## src/rtl/square_wave_gen.sv

```systemverilog
// Programmable period/duty square-wave generator.
// Settings are double-buffered and switch only on period boundaries.
//
// Ports:
//   clk, rst           clock, synchronous active-high reset
//   enable             1 = run, 0 = stop at end of current period
//   cfg_valid/ready    handshake for period_in/high_in
//   period_in          requested period in clk cycles
//   high_in            requested high time (0 = 50 % duty)
//   cfg_err            1-cycle pulse: request dropped (period too short)
//   wave_out           registered square wave
//   cycle_start        1-cycle pulse on first (high) cycle of a period
//   running            waveform being generated (RUN or draining STOP)
//   active_period      period in use (0 = none loaded)

module square_wave_gen #(
  parameter int COUNTER_WIDTH = 18,
  parameter int MIN_PERIOD    = 4
) (
  input  logic                     clk,
  input  logic                     rst,
  input  logic                     enable,
  input  logic                     cfg_valid,
  output logic                     cfg_ready,
  input  logic [COUNTER_WIDTH-1:0] period_in,
  input  logic [COUNTER_WIDTH-1:0] high_in,
  output logic                     cfg_err,
  output logic                     wave_out,
  output logic                     cycle_start,
  output logic                     running,
  output logic [COUNTER_WIDTH-1:0] active_period
);

  localparam int CW = COUNTER_WIDTH;

  typedef enum logic [1:0] {
    IDLE,
    RUN,
    STOP
  } state_t;

  state_t state, state_nxt;

  logic [CW-1:0] cnt;
  logic [CW-1:0] active_high;
  logic [CW-1:0] shd_period;
  logic [CW-1:0] shd_high;
  logic [CW-1:0] high_req;
  logic          pending;
  logic          accept;
  logic          too_short;
  logic          wrap;
  logic          load_active;

  assign cfg_ready = !pending;
  // STOP is still finishing a period, so it counts as running.
  assign running   = (state != IDLE);

  always_comb begin
    accept    = cfg_valid & cfg_ready;
    too_short = (period_in < CW'(MIN_PERIOD));
    // High time is clamped so the wave always has a low phase.
    high_req  = high_in;
    if (high_in == '0)
      high_req = period_in >> 1;
    else if (high_in >= period_in)
      high_req = period_in - CW'(1);
    wrap = (state != IDLE) &&
           (cnt == active_period - CW'(1));
    // pending is only ever set while cfg_ready was high,
    // so a same-edge accept is never consumed here.
    load_active = pending &&
                  ((state == IDLE) || wrap);
  end

  always_comb begin
    state_nxt = state;
    unique case (state)
      IDLE: begin
        if (enable &&
            ((active_period != '0) || pending))
          state_nxt = RUN;
      end
      RUN: begin
        if (!enable)
          state_nxt = wrap ? IDLE : STOP;
      end
      STOP: begin
        if (enable)
          state_nxt = RUN;
        else if (wrap)
          state_nxt = IDLE;
      end
      default: state_nxt = IDLE;
    endcase
  end

  always_ff @(posedge clk) begin
    if (rst) begin
      state         <= IDLE;
      cnt           <= '0;
      active_period <= '0;
      active_high   <= '0;
      shd_period    <= '0;
      shd_high      <= '0;
      pending       <= 1'b0;
      cfg_err       <= 1'b0;
      wave_out      <= 1'b0;
      cycle_start   <= 1'b0;
    end else begin
      state   <= state_nxt;
      cfg_err <= accept & too_short;

      if (load_active) begin
        active_period <= shd_period;
        active_high   <= shd_high;
        pending       <= 1'b0;
      end
      if (accept && !too_short) begin
        shd_period <= period_in;
        shd_high   <= high_req;
        pending    <= 1'b1;
      end

      // Outputs trail cnt by one register stage.
      if (state == IDLE) begin
        cnt         <= '0;
        wave_out    <= 1'b0;
        cycle_start <= 1'b0;
      end else begin
        cnt         <= wrap ? '0 : cnt + CW'(1);
        wave_out    <= (cnt < active_high);
        cycle_start <= (cnt == '0);
      end
    end
  end

endmodule

```

## config.mk

```make
export PLATFORM = sky130hd
export DESIGN_NAME = square_wave_gen
export DESIGN_NICKNAME = d
export VERILOG_FILES = /design/src/rtl/square_wave_gen.sv
export SDC_FILE = /design/constraint.sdc
export NUM_CORES = 1
export LEC_CHECK = 0
export CAP_MARGIN = 20
export CORE_MARGIN = 4
export CORE_UTILIZATION = 57
export DETAILED_ROUTE_END_ITERATION = 10
export PLACE_DENSITY = 0.81
export SYNTH_ARGS = -nofsm -noshare
export SYNTH_HDL_FRONTEND = slang
export SYNTH_SLANG_ARGS = --single-unit
```

## constraint.sdc

```tcl
create_clock -name clk -period 3.35 [get_ports clk]
set_clock_uncertainty 0.05 [all_clocks]
set_input_delay 0.5025 -clock clk [delete_from_list [all_inputs] [get_ports clk]]
set_output_delay 0.5025 -clock clk [all_outputs]
set_load 0.1 [all_outputs]
```

==> summary.md, run 1 <==
## STA
• 0 — number of max-slew violations in the final report
• 0 ns — Setup TNS
• 325 MHz — maximum operating frequency
• 35.5% — max_slew headroom
• 0.964 ns — slew of the pin with the lowest slew margin
• 3.07 ns — crit path time final
• 0 — endpoints failing hold
• false — setup repair after global routing missed its margin
• 0 — setup violation total in the final timing report
• 91.7% — crit share post-route

## Layout
• 0 — antenna diode instance count
• 10.6% — ratio of cells with drive above 1 in the final layout
• 789 — Total Nets Final
• 17.1% — Layout Area Growth over Synthesis
• 0.00663 mm^2 — area of all placed cells without fillers

## Clocking
• done — CTS tree
• 0.37 ns — clock latency of the later-clocked register in the worst-skew pair
• 2 — number of buffers on the longest clock path
• 0 — setup bufs post-CTS
• 3 — level count of the clock H-tree
• 0 — Hold Buf Count CTS
• clkbuf_8 — root cell of the clock tree
• 0 — Resized cells post-CTS
• 0.11 ns — clock-pin slew on the worst setup and hold paths
• 96 — number of clock sinks
• 9 — Inserted Clock Buffers

## Global routing
• 38 — pin count of the biggest net entering global routing
• 36.5% — met1 Use GR
• 5132 — via count of the first global-routing pass
• met2 — GR peak layer
• 25.5 mm — global-route wire length before repair
• 27.6% — GR Util All Layers
• 44.4% — met2 Use GR
• 0 — overflow left after global routing
• 4.08% — GR Layer Usage met3
• 0 — antenna violations before repair

## Critical path
• flop — Critical Path Source Type
• 3.56 ns — required time of the critical path
• 36 — CP Max Fanout
• 0.28 ns — r2r setup slk
• flop to flop — type of the worst setup path
• flop — kind of end point of the critical path
• 3.28 ns — arrival time worst endpoint

## Synth
• 34.0% — portion of synthesized cell area occupied by the leading cell type
• 96 — synthesized flop and latch total
• 0 — YS warnings
• dfxtp_1 34%, ha_1 8.6%, a32o_1 6.4%, xnor2_1 5.6%, nand2_1 4.1% — top area cells in the synthesized netlist
• 34.0% — portion of the post-synthesis area used by sequential elements
• dfxtp_1 — post-synth top area cell
• 0.00566 mm^2 — post-synthesis instance area
• 0 — number of synthesized flops with an enable pin
• 96 x dfxtp_1, 62 x nand2_1, 47 x inv_1 — Synth top cells by count
• dfxtp_1 — ys flop type
• dfxtp_1 — most frequently used cell type in the post-synthesis netlist
• 728 — syn nets
• 57 — Unique masters post-synth
• 8.72 um^2 — Avg Inst Size Synth
• 0% — async set-reset flop share out of synthesis
• 649 — Synth Instances

## Pwr
• 32.4% — switching fraction of total power
• 0.827 mW — switching pwr
• 385 mW/mm^2 — total power per unit cell area
• 48.5% — part of the total power dissipated in sequential elements
• 1.73 mW — internal cell power
• 22.2% — logic gate share of total power
• 29.3% — clock group share of total power
• 0.230 mV — peak ir drop on the vdd network
• 2.60 nW — Static Leakage

## Drt
• 18.6 um — DR WL/cell
• 5321 — detailed-route via count
• 7 — detailed-routing iteration count for the pre-antenna-repair pass
• 0 — Antenna Violating Nets Remaining
• 570 — starting DRC count in detailed routing
• 6.27 — via density per instance
• 15.7 mm — total routed wirelength
• 0 — DRC viols

## Hold path
• flop to flop — worst min-delay path category

## Placed design
• 0.00643 mm^2 — instance area at placement
• 0.996 — weighted congestion reported at the end of routability-driven placement
• 12.0 mm — HPWL after detailed placement
• 62 — Port-buffer cells

## Floorplanning
• 108 um — horizontal die dimension
• 108 um — floorplan die height
• 36 — floorplan row count
• 63 — I/O Pins
• 0.00973 mm^2 — Placeable Area
• 58.2% — starting utilization of the core area
• 0.0116 mm^2 — area enclosed by the die boundary

## Job
• 0 — number of violations of the max-capacitance limit

## Status
• finished clean — outcome

[registers in the layout, summed over array words and instances, names as in the netlist]
| name | count |
|---|---|
| cnt | 18 |
| cycle_start | 1 |
| shd_high | 18 |
| pending | 1 |
| active_period | 18 |
| active_high | 18 |
| cfg_err | 1 |
| shd_period | 18 |
| state | 2 |
| wave_out | 1 |
[power groups by stage]
| stage | combinational (mW) | clock, mW | sequential (mW) |
|---|---|---|---|
| after floorplan | 0.331 | 0 | 1.30 |
| after global placement | 0.538 | 0 | 1.26 |
| after detailed placement | 0.556 | 0 | 1.26 |
| after CTS | 0.559 | 0.759 | 1.24 |
| after global routing | 0.612 | 0.807 | 1.24 |
| final | 0.566 | 0.748 | 1.24 |
[area by class of cell]
cell class	count	area, um^2
multi-input cells	470	3390
well taps	133	166
clock buffers	10	138
fillers	786	3100
flip-flops and latches	96	1920
repair buffers	86	776
inverters	47	176
clock inverters	6	61.3
[worst max-delay path: stages (launching register included)]
cell       delay [ns]
dfxtp_1          0.40
or4_4            0.61
nand3b_4         0.19
or4_4            0.49
a22oi_2          0.23
o2111a_1         0.28
o2111ai_4        0.12
buf_4            0.29
a32o_1           0.30
[layout by cell type, fill, tap and decap left out, drive strengths merged, types with 3 or more instances in the layout]
cell type / netlist / final
dfxtp: 96 / 96
clkdlybuf4s50: 0 / 42
and3: 9 / 9
nor3: 28 / 28
a211oi: 19 / 19
nand3: 20 / 20
buf: 9 / 44
nand2b: 6 / 6
clkbuf: 27 / 10
nor2b: 3 / 3
ha: 39 / 39
nand2: 62 / 62
a21oi: 36 / 36
inv: 47 / 50
nor4: 19 / 19
or4: 10 / 10
o21ai: 27 / 27
mux2i: 19 / 19
a32o: 36 / 36
nor2: 19 / 19
or3: 20 / 20
xnor2: 36 / 36
xor2: 17 / 17
nand4: 5 / 5
a21boi: 3 / 3
a21o: 5 / 5
[through the flow]
step / worst slack, ns / power (mW) / utilization, % / hold slack, ns / std cells
2_1_floorplan: 0.00452 / 1.63 / - / 0.386 / 649
3_3_place_gp: 0.347 / 1.80 / 66.1 / 0.394 / 832
3_5_place_dp: 0.264 / 1.82 / 66.1 / 0.398 / 832
4_1_cts: 0.308 / 2.55 / 68.1 / 0.414 / 848
5_1_grt: 0.122 / 2.66 / 68.1 / 0.434 / 848
6_report: 0.278 / 2.55 / 68.1 / 0.413 / 848
[per-layer routing]
| metal | wire length (um) | up-vias | part of all wire, % |
|---|---|---|---|
| li1 | - | 2514 | - |
| met1 | 6800 | 2499 | 43 |
| met2 | 7240 | 255 | 46 |
| met3 | 1070 | 53 | 6.8 |
| met4 | 629 | 0 | 4.0 |
| met5 | 0 | - | 0 |
[logic make-up after synthesis]
logic type	Yosys count	share of synthesized area (%)
simple gates	210	19.8
compound gates	149	19.8
xor+xnor	53	8.20
fa+ha+maj	39	8.62
buf+inv	83	6.34
mux	19	3.36
flops	96	34.0
[final timing paths]
kind / from / endpoint / depth (start not counted)
min reg2reg: shd_period[10] / shd_period[10] / 2
max reg2reg: active_period[8] / active_period[16] / 8
min: shd_period[10] / shd_period[10] / 2
max: active_period[8] / active_period[16] / 8
Note: power is estimated with default switching activity, not from simulation.
==> run 2, diff against run 1 <==
--- a/config.mk
+++ b/config.mk
@@ -7,9 +7,9 @@
 export LEC_CHECK = 0
 export CAP_MARGIN = 20
 export CORE_MARGIN = 4
-export CORE_UTILIZATION = 57
+export CORE_UTILIZATION = 45
 export DETAILED_ROUTE_END_ITERATION = 10
-export PLACE_DENSITY = 0.81
+export PLACE_DENSITY = 0.66
 export SYNTH_ARGS = -nofsm -noshare
 export SYNTH_HDL_FRONTEND = slang
 export SYNTH_SLANG_ARGS = --single-unit
==> summary.md, run 2 (synthesized netlist as in run 1, its figures left out) <==
## Layout
• 0.00339 mm^2 — footprint of the multi-input gates
• 56.1% — share of the core filled with cells
• 11.1% — ratio of cells with drive above 1 in the final layout
• dfxtp_1 — most common library cell in the layout ignoring fill and taps
• 1110 — filler cell count in the final layout
• 0 — antenna diode instance count
• 793 — Total Nets Final
• 0.00192 mm^2 — total area of sequential cells
• 96 x dfxtp_1, 62 x nand2_1, 47 x inv_1, 45 x buf_4, 42 x clkdlybuf4s50_1 — highest-count cells in the layout ignoring fill and taps
• 20.5% — Layout Area Growth over Synthesis

## Placed design
• 12.8 mm — HPWL after detailed placement
• 0.953 — weighted congestion reported at the end of routability-driven placement
• 62 — Port-buffer cells

## Clocking
• done — CTS tree
• 0.35 ns — clock latency of the later-clocked register in the worst-skew pair
• 96 — number of clock sinks
• 0 — Hold Buf Count CTS
• 0 — Resized cells post-CTS
• 9 — Inserted Clock Buffers
• 0 — setup bufs post-CTS
• 0.07 ns — clock-pin slew on the worst setup and hold paths
• 2 — number of buffers on the longest clock path
• clkbuf_16 — root cell of the clock tree
• 3 — level count of the clock H-tree

## STA
• 0.968 ns — slew of the pin with the lowest slew margin
• 3.15 ns — crit path time final
• 0 — number of max-slew violations in the final report
• 0 — endpoints failing hold
• 94.1% — crit share post-route
• 35.3% — max_slew headroom
• 0 ns — Setup TNS
• 317 MHz — maximum operating frequency
• 0 — setup violation total in the final timing report
• false — setup repair after global routing missed its margin

## Global routing
• 23.1% — GR Util All Layers
• 0 — antenna violations before repair
• 38 — pin count of the biggest net entering global routing
• 26.6 mm — global-route wire length before repair
• 0 — overflow left after global routing
• 5089 — via count of the first global-routing pass

## Critical path
• flop to flop — type of the worst setup path
• 0.53 ns — largest incremental delay on the critical path
• flop — kind of end point of the critical path
• 3.55 ns — required time of the critical path
• 36 — CP Max Fanout
• inv_1 -> ha_1 -> or4b_4 -> o41a_1 -> nor3_1 -> o2111ai_4 -> buf_4 -> a32o_1 — cells along the critical path
• 0.20 ns — r2r setup slk
• 3.35 ns — arrival time worst endpoint
• or4b_4 — slowest stage cell on the critical path
• active_period[2] — worst r2r dst
• 8 — reg2reg path depth
• active_period[1] — launching point of the worst reg2reg path
• simple AND/OR/NAND/NOR gates — largest delay contributor family on the critical path
• 2 — buffers plus inverters on the worst setup path
• flop — Critical Path Source Type

## Job
• 0 — number of violations of the max-capacitance limit

## Floorplanning
• 0.0122 mm^2 — Placeable Area
• 63 — I/O Pins
• 120 um — horizontal die dimension
• 0.0144 mm^2 — area enclosed by the die boundary
• 40 — floorplan row count
• 120 um — floorplan die height
• 46.5% — starting utilization of the core area

## Hold path
• 2 — worst hold stages
• flop to flop — worst min-delay path category
• shd_period[14] — end point of the most critical hold path
• shd_period[14] — critical hold path startpoint

## Drt
• 0 — Antenna Violating Nets Remaining
• 0 — DRC viols
• 5.90 — via density per instance
• 18.6 um — DR WL/cell
• 5 — detailed-routing iteration count for the pre-antenna-repair pass
• 5233 — detailed-route via count
• 16.5 mm — total routed wirelength
• 466 — starting DRC count in detailed routing

## Pwr
• 423 mW/mm^2 — total power per unit cell area
• 2.68 nW — Static Leakage
• 2.88 mW — total power
• 0.286 mV — peak ir drop on the vdd network

## Status
• finished clean — outcome

-- run 2: changes by cell type in the layout (fill, tap and decap cells not counted) --
cell,before,now
buf_12,2,3
buf_4,42,45
bufinv_16,0,1
clkbuf_16,0,9
clkbuf_8,10,0
clkinv_8,1,0
inv_6,2,3
-- run 2: worst max-delay path by stage --
| stage | start | to | slack [ns] | cells after the start |
|---|---|---|---|---|
| after global routing | active_period[1] | active_high[10] | 0.009 | 10 |
| after detailed placement | period_in[4] | shd_high[4] | 0.13 | 8 |
| after CTS | active_period[1] | active_high[10] | 0.25 | 10 |
| final | active_period[1] | active_period[2] | 0.20 | 8 |
| after global placement | period_in[4] | shd_high[15] | 0.28 | 8 |
| after floorplan | active_period[0] | active_period[6] | 0.005 | 10 |
-- run 2: final cells by class --
| class | instances | area share, % |
|---|---|---|
| inverter | 47 | 2.59 |
| multi-input combinational | 470 | 49.6 |
| clock buffer | 9 | 3.30 |
| sequential | 96 | 28.2 |
| timing repair buffer | 90 | 12.0 |
| clock inverter | 7 | 1.23 |
| tap | 168 | 3.08 |
-- run 2: report_power, final --
group	switching, mW	internal, mW	total (mW)	leakage (nW)
Combinational	0.340	0.226	0.566	1.74
Clock	0.484	0.593	1.08	0.149
Sequential	0.0462	1.19	1.24	0.782
Total	0.871	2.01	2.88	2.68
-- run 2: layer usage --
| layer | wire, um | up-vias | share of wire [%] | GRT usage (%) |
|---|---|---|---|---|
| met4 | 548 | 0 | 3.3 | 11.5 |
| met5 | 0 | - | 0 | 0 |
| met1 | 7590 | 2499 | 46 | 30.9 |
| met3 | 752 | 38 | 4.6 | 2.69 |
| li1 | - | 2511 | - | - |
| met2 | 7630 | 185 | 46 | 36.9 |
-- run 2: through the flow --
stage                     worst slack, ns  instance area (um^2)  cells  hold slack [ns]
after detailed placement            0.131                  6510    871            0.398
final                               0.197                  6820    887            0.410
after global routing              0.00948                  6820    887            0.433
after CTS                           0.246                  6820    887            0.412
after global placement              0.284                  6510    871            0.399
after floorplan                   0.00452                  5660    649            0.386
-- run 2: worst min-delay path, stage by stage, from the launching register on --
cell and delay [ns]:
dfxtp_1 0.31, nand2_1 0.05, a21oi_1 0.05
